==> config.mk <==
export PLATFORM = sky130hd
export DESIGN_NAME = sar_guesser
export DESIGN_NICKNAME = d
export VERILOG_FILES = /design/src/rtl/sar_guesser.sv
export SDC_FILE = /design/constraint.sdc
export NUM_CORES = 1
export LEC_CHECK = 0
export ABC_AREA = 0
export CAP_MARGIN = 20
export CELL_PAD_IN_SITES_DETAIL_PLACEMENT = 1
export CELL_PAD_IN_SITES_GLOBAL_PLACEMENT = 1
export CORE_ASPECT_RATIO = 1.5
export CORE_UTILIZATION = 44
export CTS_CLUSTER_SIZE = 25
export DETAILED_ROUTE_END_ITERATION = 7
export GPL_TIMING_DRIVEN = 0
export PLACE_DENSITY = 0.86
export SLEW_MARGIN = 20
export SYNTH_ARGS = -nofsm -noshare
export SYNTH_HDL_FRONTEND = slang
export SYNTH_SLANG_ARGS = --single-unit
export TNS_END_PERCENT = 5
==> constraint.sdc <==
create_clock -name clk -period 3.8 [get_ports clk]
set_input_delay 0.57 -clock clk [delete_from_list [all_inputs] [get_ports clk]]
set_output_delay 0.57 -clock clk [all_outputs]
set_load 0.02 [all_outputs]
==> src/rtl/sar_guesser.sv <==
// Successive-approximation guesser: binary-searches a hidden value by driving
// the comparator's guess operand and reading back its 2-bit verdict.
// A hidden value of 2^WIDTH values is located in at most WIDTH+1 guesses.
// Inconsistent or illegal comparator answers end the search in ERR; lo and
// hi never wrap around.
module sar_guesser #(
  parameter int WIDTH  = 6,
  parameter int STEP_W = 4
) (
  input  logic              clk,
  input  logic              rst_n,
  input  logic              start,
  input  logic [1:0]        cmp_in,
  output logic [WIDTH-1:0]  guess,
  output logic              busy,
  output logic              done,
  output logic              err,
  output logic [WIDTH-1:0]  found,
  output logic [STEP_W-1:0] steps
);

  typedef enum logic [1:0] {
    IDLE,
    EVAL,
    DONE,
    ERR
  } state_t;

  localparam logic [WIDTH-1:0]  MAXV      = '1;
  localparam logic [STEP_W-1:0] MAX_STEPS = STEP_W'(WIDTH + 1);

  state_t            state, state_nxt;
  logic [WIDTH-1:0]  lo, lo_nxt;
  logic [WIDTH-1:0]  hi, hi_nxt;
  logic [WIDTH-1:0]  guess_nxt;
  logic [WIDTH-1:0]  found_nxt;
  logic [STEP_W-1:0] steps_nxt;

  logic [WIDTH:0]    guess_up;
  logic [WIDTH-1:0]  guess_dn;

  // Midpoint of [a, b] using one extra bit so a+b cannot overflow.
  function automatic logic [WIDTH-1:0] midpoint(input logic [WIDTH-1:0] a,
                                                input logic [WIDTH-1:0] b);
    logic [WIDTH:0] s;
    s = {1'b0, a} + {1'b0, b};
    return s[WIDTH:1];
  endfunction

  assign guess_up = {1'b0, guess} + {{WIDTH{1'b0}}, 1'b1};
  assign guess_dn = guess - {{(WIDTH-1){1'b0}}, 1'b1};

  // Status flags decode straight from the state register, so none of them
  // can see cmp_in combinationally.
  assign busy = (state == EVAL);
  assign done = (state == DONE);
  assign err  = (state == ERR);

  // State and datapath registers; reset aborts any search in progress.
  always_ff @(posedge clk or negedge rst_n) begin
    if (!rst_n) begin
      state <= IDLE;
      lo    <= '0;
      hi    <= MAXV;
      guess <= '0;
      found <= '0;
      steps <= '0;
    end else begin
      state <= state_nxt;
      lo    <= lo_nxt;
      hi    <= hi_nxt;
      guess <= guess_nxt;
      found <= found_nxt;
      steps <= steps_nxt;
    end
  end

  // Next-state logic: start launches a search from any non-busy state; in
  // EVAL the range is narrowed around the guess the comparator just judged.
  always_comb begin
    state_nxt = state;
    lo_nxt    = lo;
    hi_nxt    = hi;
    guess_nxt = guess;
    found_nxt = found;
    steps_nxt = steps;
    case (state)
      IDLE, DONE, ERR: begin
        if (start) begin
          lo_nxt    = '0;
          hi_nxt    = MAXV;
          guess_nxt = midpoint('0, MAXV);
          steps_nxt = STEP_W'(1);
          found_nxt = '0;
          state_nxt = EVAL;
        end
      end
      EVAL: begin
        case (cmp_in)
          2'b00: begin
            found_nxt = guess;
            state_nxt = DONE;
          end
          2'b10: begin
            if (guess == MAXV || guess_up > {1'b0, hi} || steps >= MAX_STEPS) begin
              found_nxt = '0;
              state_nxt = ERR;
            end else begin
              lo_nxt    = guess_up[WIDTH-1:0];
              guess_nxt = midpoint(guess_up[WIDTH-1:0], hi);
              steps_nxt = steps + STEP_W'(1);
            end
          end
          2'b01: begin
            if (guess == '0 || guess_dn < lo || steps >= MAX_STEPS) begin
              found_nxt = '0;
              state_nxt = ERR;
            end else begin
              hi_nxt    = guess_dn;
              guess_nxt = midpoint(lo, guess_dn);
              steps_nxt = steps + STEP_W'(1);
            end
          end
          default: begin
            found_nxt = '0;
            state_nxt = ERR;
          end
        endcase
      end
      default: state_nxt = IDLE;
    endcase
  end

endmodule

# Yosys cells after proc, flatten, opt, wreduce, memory -nomap -nowiden
# Index checks and enable logic that the tools add are counted.
[totals]
reg_bits = 30
latchBits = 0
ramBits = 0
rom_bits = 0
input_bits = 5
out_inout_bits = 19
wordCells = 69
memories = 0
[classes]
addsub = 5
mul = 0
n_div = 0
order_cmp = 3
n_eq_ne = 16
shift = 0
muxes = 27
bitwise = 0
reduce_logical = 12
[op_table]
columns = ["op", "n"]
rows = [
  ["$mux W6", 11],
  ["$pmux W6 S2", 5],
  ["$pmux W6 S3", 1],
  ["$pmux W4 S2", 2],
  ["$add A6 B6 Y7", 2],
  ["$mux W4", 3],
  ["$ne A3 B3 Y1 const B", 4],
  ["$reduce_and A3 Y1", 3],
  ["$add A6 B1 Y7 const B", 1],
  ["$gt A7 B6 Y1", 1],
  ["$eq A2 B2 Y1 const B", 3],
  ["$eq A6 B6 Y1 const B", 1],
  ["$logic_not A6 Y1", 1],
  ["$lt A6 B6 Y1", 1],
  ["$mux W2", 3],
  ["$ne A2 B2 Y1 const B", 3],
  ["$pmux W2 S3", 1],
  ["$sub A6 B1 Y6 const B", 1],
  ["$add A4 B1 Y4 const B", 1],
  ["$eq A2 B1 Y1 const B", 2],
  ["$ge A4 B3 Y1 const B", 1],
  ["$logic_not A2 Y1", 2],
  ["$logic_or A1 B1 Y1", 4],
  ["$ne A2 B1 Y1 const B", 2],
  ["4 further kinds", 4],
]

# Longest topological paths before layout
# Gate-level depths: netlist of run 1.
[logic_depth]
ltp_word = 7
depth_mapped = 12
ltp_nobuf = 11

# Least setup slack after synthesis of run 1
# Ideal clock, no wire load.
[synth_timing]
path_type = "register to register"
start = "register guess[0]"
end = "register steps[3]"
setup_time_ns = 0.125
arrival_ns = 3.011
required_time_ns = 3.675
setup_slack_ns = 0.664
path_stages_with_launch = 12
path_buffers = 1
synth_period_minus_slack_ns = 3.136
path_cell_list = "dfrtp_1 clkbuf_2 inv_1 nor3_1 xnor2_1 ha_1 nand3_1 or3_1 o21ai_2 o311ai_4 a211oi_4 mux2_4"
[synth_between]
elab_chain_cells = 6
word_cells_on_any_way = 13
classes_between = "add/sub: 2; order compare: 2; eq/ne: 3; reduce/logical: 6"
[synth_lines]
columns = ["item", "line", "rtl"]
rows = [
  ["start, declared", "14", "output logic [WIDTH-1:0] guess,"],
  ["start signal, assigned", "72", "guess <= guess_nxt;"],
  ["$add A6 B1 Y7 / $sub A6 B1 Y6 (equally long branches)", "50, 51", ""],
  ["$gt A7 B6 Y1 / $lt A6 B6 Y1 (equally long branches)", "105, 115", ""],
  ["$logic_or A1 B1 Y1, on equally long branches (2 in series)", "105, 115", ""],
  ["$ne A3 B3 Y1 (no source line)", "--", ""],
  ["$reduce_and A4 Y1 (no source line) (*)", "--", ""],
  ["end signal, assigned", "74", "steps <= steps_nxt;"],
  ["end, declared", "19", "output logic [STEP_W-1:0] steps"],
]
# Every way passes the cells marked *; elsewhere a longest branch is shown, timed or not.
# A chain may end at the register's enable or synchronous reset.

# Worst setup path in the final report of run 1
[layout_timing]
start = "register guess[0]"
end = "register steps[0]"
# Same word-level chain as after synthesis.

==> metrics.md, run 1 <==
| Metric | Value |
|---|---|
| Status | finished clean |
| Worst-case clock buffer depth | 2 |
| Worst reg2reg setup slack | 150 ps |
| 1st-pass router iterations | 4 |
| Pwr Density | 1071 nW/um2 |
| MaxCap Viol Count | 0 |
| R2r startpoint | guess[0] |
| Crit start category | register |
| Synth Register Bits | 30 |
| Area contributors post-synth | dfrtp_1 26%, ha_1 14%, dfstp_2 6.9% |
| Vias in the first global route | 2,192 |
| Yosys Warn Count | 0 |
| Total GRT Usage | 27.53% |
| Slowest CP cell | a221oi_2 |
| Vias per std cell | 5.877 |
| Synth top area share | 26.32% |
| Setup CP Type | register to register |
| Worst-Margin Slew | 771.9 ps |
| Die Ht | 90.21 um |
| Rows | 31 |
| Clk sinks | 30 |
| Worst-Skew Late Latency | 290 ps |
| H-tree depth | 2 |
| Hold_ws | 332.1 ps |
| Clock Tree Root | clkbuf_8 |
| Max frequency | 274.0 MHz |
| Core area | 4926 um2 |
| Clk pwr share | 11.8% |
| Cell mode on critical path | ha_1 |
| Ys flop type | dfrtp_1 |
| IO Pins | 24 |
| Final total power | 0.002915 W |
| FILL cells | 577 |
| Post-synth EDFFs | 0 |
| Initial antenna violation count | 0 |
| Initial core utilization | 46.33% |
| Die X | 60.81 um |
| Combinational share of power | 69.1% |
| Sequential group share of total power | 19.1% |
| Global-route wire length before repair | 10,940 um |
| Sw power | 0.001434 W |
| Post-route minimum period | 3650 ps |
| Clk_skew | 6.242 ps |
| Syn Area/Cell | 9.629 um2 |
| Worst-path clk slew | 70 ps |
| Register area share after synthesis | 33.22% |
| Detailed placement HPWL | 5067 um |
| Min-delay worst type | primary input to async pin |
| Worst Path Required | 3970 ps |
| Dpl cells | 325 |
| # DRC | 0 |
| Die area | 5485 um2 |
| Routed vias | 1,963 |
| Worst EP arrival | 3830 ps |
| Multi-input gate area | 1363 um2 |
| Maximum VDD drop | 0.4741 mV |
| Reg2reg end | steps[0] |
| Relative slew margins | 48.14% |
| Post-Syn Instances | 237 |
| Commonest non-fill, non-tap cell in the layout | inv_1 |
| Pin count of the biggest net entering global routing | 31 |
| Area leader, netlist | dfrtp_1 |
| RD Place Congestion | 0.9077 |
| Synth Cell Area | 2282 um2 |
| Reg area | 758.2 um2 |
| Int Pwr | 0.001482 W |
| Buf+Inv Stages, Crit Path | 3 |
| Antenna diode count | 0 |
| Slew Limit Fails | 0 |
| Commonest non-fill, non-tap cells in the layout | 28 x inv_1, 26 x ha_1, 24 x dfrtp_1, 21 x clkdlybuf4s50_1, 18 x nand2_1 |
| DR WL/cell | 21.05 um |
| Detailed Route Iter0 Violations | 67 |
| Leakage power | 1.237 nW |
| Crit path from | guess[0] |
| Setup_tns | 0 ps |
| R2r worst-path depth | 13 |
| CTS tree | done |
| Final period utilization | 96.06% |
| Switching Fraction | 49.18% |
| CP Depth | 13 |
| # setup viols final | 0 |
| Layout Cells excl Fill | 334 |
| Crit end category | register |
| Syn Nets | 270 |
| Post-synth cell types | 47 |
| P&R area growth vs syn | 19.30% |
| Layout Nets | 300 |
| Post-synth ARST share | 100.0% |
| Final wirelength | 7031 um |
| CP Max Fanout | 9 |
| Total grt overflow | 0 |
| Final ANT Viol Nets | 0 |
| Total CTS buffers | 5 |
| Port buffer count | 22 |
| Family with the most delay on the worst path | compound AO/OA/AOI/OAI gates |
| Hold Vio Cnt, Final | 0 |
| CP peak stage delay | 490 ps |
| Critical Path, Cell by Cell | clkbuf_2, inv_1, ha_1, nand2_1, xnor2_1, ha_1, a21o_1, a21oi_1, o21ai_0, a221oi_2, a211oi_4, buf_12, mux2_4 |
| Fraction of layout cells with a size suffix above 1 | 12.69% |
## state kept, by name, indices dropped and copies added (netlist names)
name	flops
found	6
guess	6
hi	6
lo	6
state	2
steps	4
## cell usage after synthesis (2+ instances only)
cell type	n
o311ai_0	2
dfstp_2	6
mux2_2	4
a21o_1	2
a2bb2oi_1	3
fa_1	2
nand3_1	8
ha_1	26
a221oi_1	3
mux2i_1	8
nand2_1	18
clkbuf_2	2
buf_6	3
xnor2_1	7
nand2b_1	4
nor2b_1	3
xor2_1	5
mux2_4	4
a32o_1	6
o32a_1	4
dfrtp_1	24
a31oi_1	2
o21ai_0	3
clkbuf_1	2
nor2_1	17
o31ai_1	2
nor3_1	4
a21oi_1	17
inv_1	28
## logic make-up after synthesis
kind of cell	after synthesis	share of synthesized area [%]
compound gates	54	18.53
buf+inv	37	7.346
mux	16	8.114
xor+xnor	12	4.605
fa+ha+maj	28	16.01
simple gates	60	12.17
flops	30	33.22
## how the worst max path moves through the flow
stage,endpoint
CTS,steps[0]
finish,steps[0]
global placement,steps[3]
global route,guess[2]
detailed placement,guess[2]
floorplan,steps[3]
## worst reg2reg max path: cells and delay by family (launching register included)
| kind | cells | cell delay, ps |
|---|---|---|
| compound gates | 5 | 1190 |
| buf+inv | 3 | 620 |
| fa+ha+maj | 2 | 620 |
| flops | 1 | 410 |
| xor+xnor | 1 | 330 |
| mux | 1 | 300 |
| simple gates | 1 | 70 |
## routing by layer
layer | track usage (%) | wire (um) | up-vias
met5 | 0 | 0 | -
met4 | 14.58 | 296 | 0
met3 | 3.453 | 194 | 20
met2 | 49.08 | 3906 | 50
met1 | 29.88 | 2634 | 1004
li1 | - | - | 889
## through the flow
step,utilization [%],instance area [um2],setup WS (ps)
final,55.27,2723,149.9
after global routing,55.27,2723,-21.27
after CTS,54.74,2696,126.0
after detailed placement,52.37,2580,147.8
after global placement,52.48,2585,219.2
after floorplan,-,2282,663.9
## repair_timing
item                                    4_1_cts  5_1_grt
hold buffers                                  0        0
endpoints found under the setup margin        0        9
gates resized for setup                       0        1
setup buffers                                 0        1
## area by class of cell
type | count | area share (%)
Clock buffer | 7 | 3.171
Clock inverter | 1 | 1.103
Tap cell | 66 | 3.033
Sequential cell | 30 | 27.85
Buffer | 8 | 2.160
Timing Repair Buffer | 23 | 8.640
Inverter | 29 | 3.998
Multi-Input combinational cell | 170 | 50.05
## power groups by stage
| stage | clock [W] | combinational, W | sequential (W) |
|---|---|---|---|
| final | 0.000345 | 0.00201 | 0.000556 |
| after global placement | 0 | 0.00185 | 0.000551 |
| after detailed placement | 0 | 0.00192 | 0.000559 |
| after CTS | 0.000346 | 0.00196 | 0.000555 |
| after floorplan | 0 | 0.00125 | 0.000615 |
| after global routing | 0.000357 | 0.00217 | 0.000571 |
No activity file was read; power rests on OpenSTA's default activity.
==> run 2: changes to the inputs <==
--- a/config.mk
+++ b/config.mk
@@ -6,7 +6,7 @@
 export NUM_CORES = 1
 export LEC_CHECK = 0
 export ABC_AREA = 0
-export CAP_MARGIN = 20
+export CAP_MARGIN = 0
 export CELL_PAD_IN_SITES_DETAIL_PLACEMENT = 1
 export CELL_PAD_IN_SITES_GLOBAL_PLACEMENT = 1
 export CORE_ASPECT_RATIO = 1.5
==> results of run 2 <==
No change in the layout: final DEF, timing and power equal those of run 1.
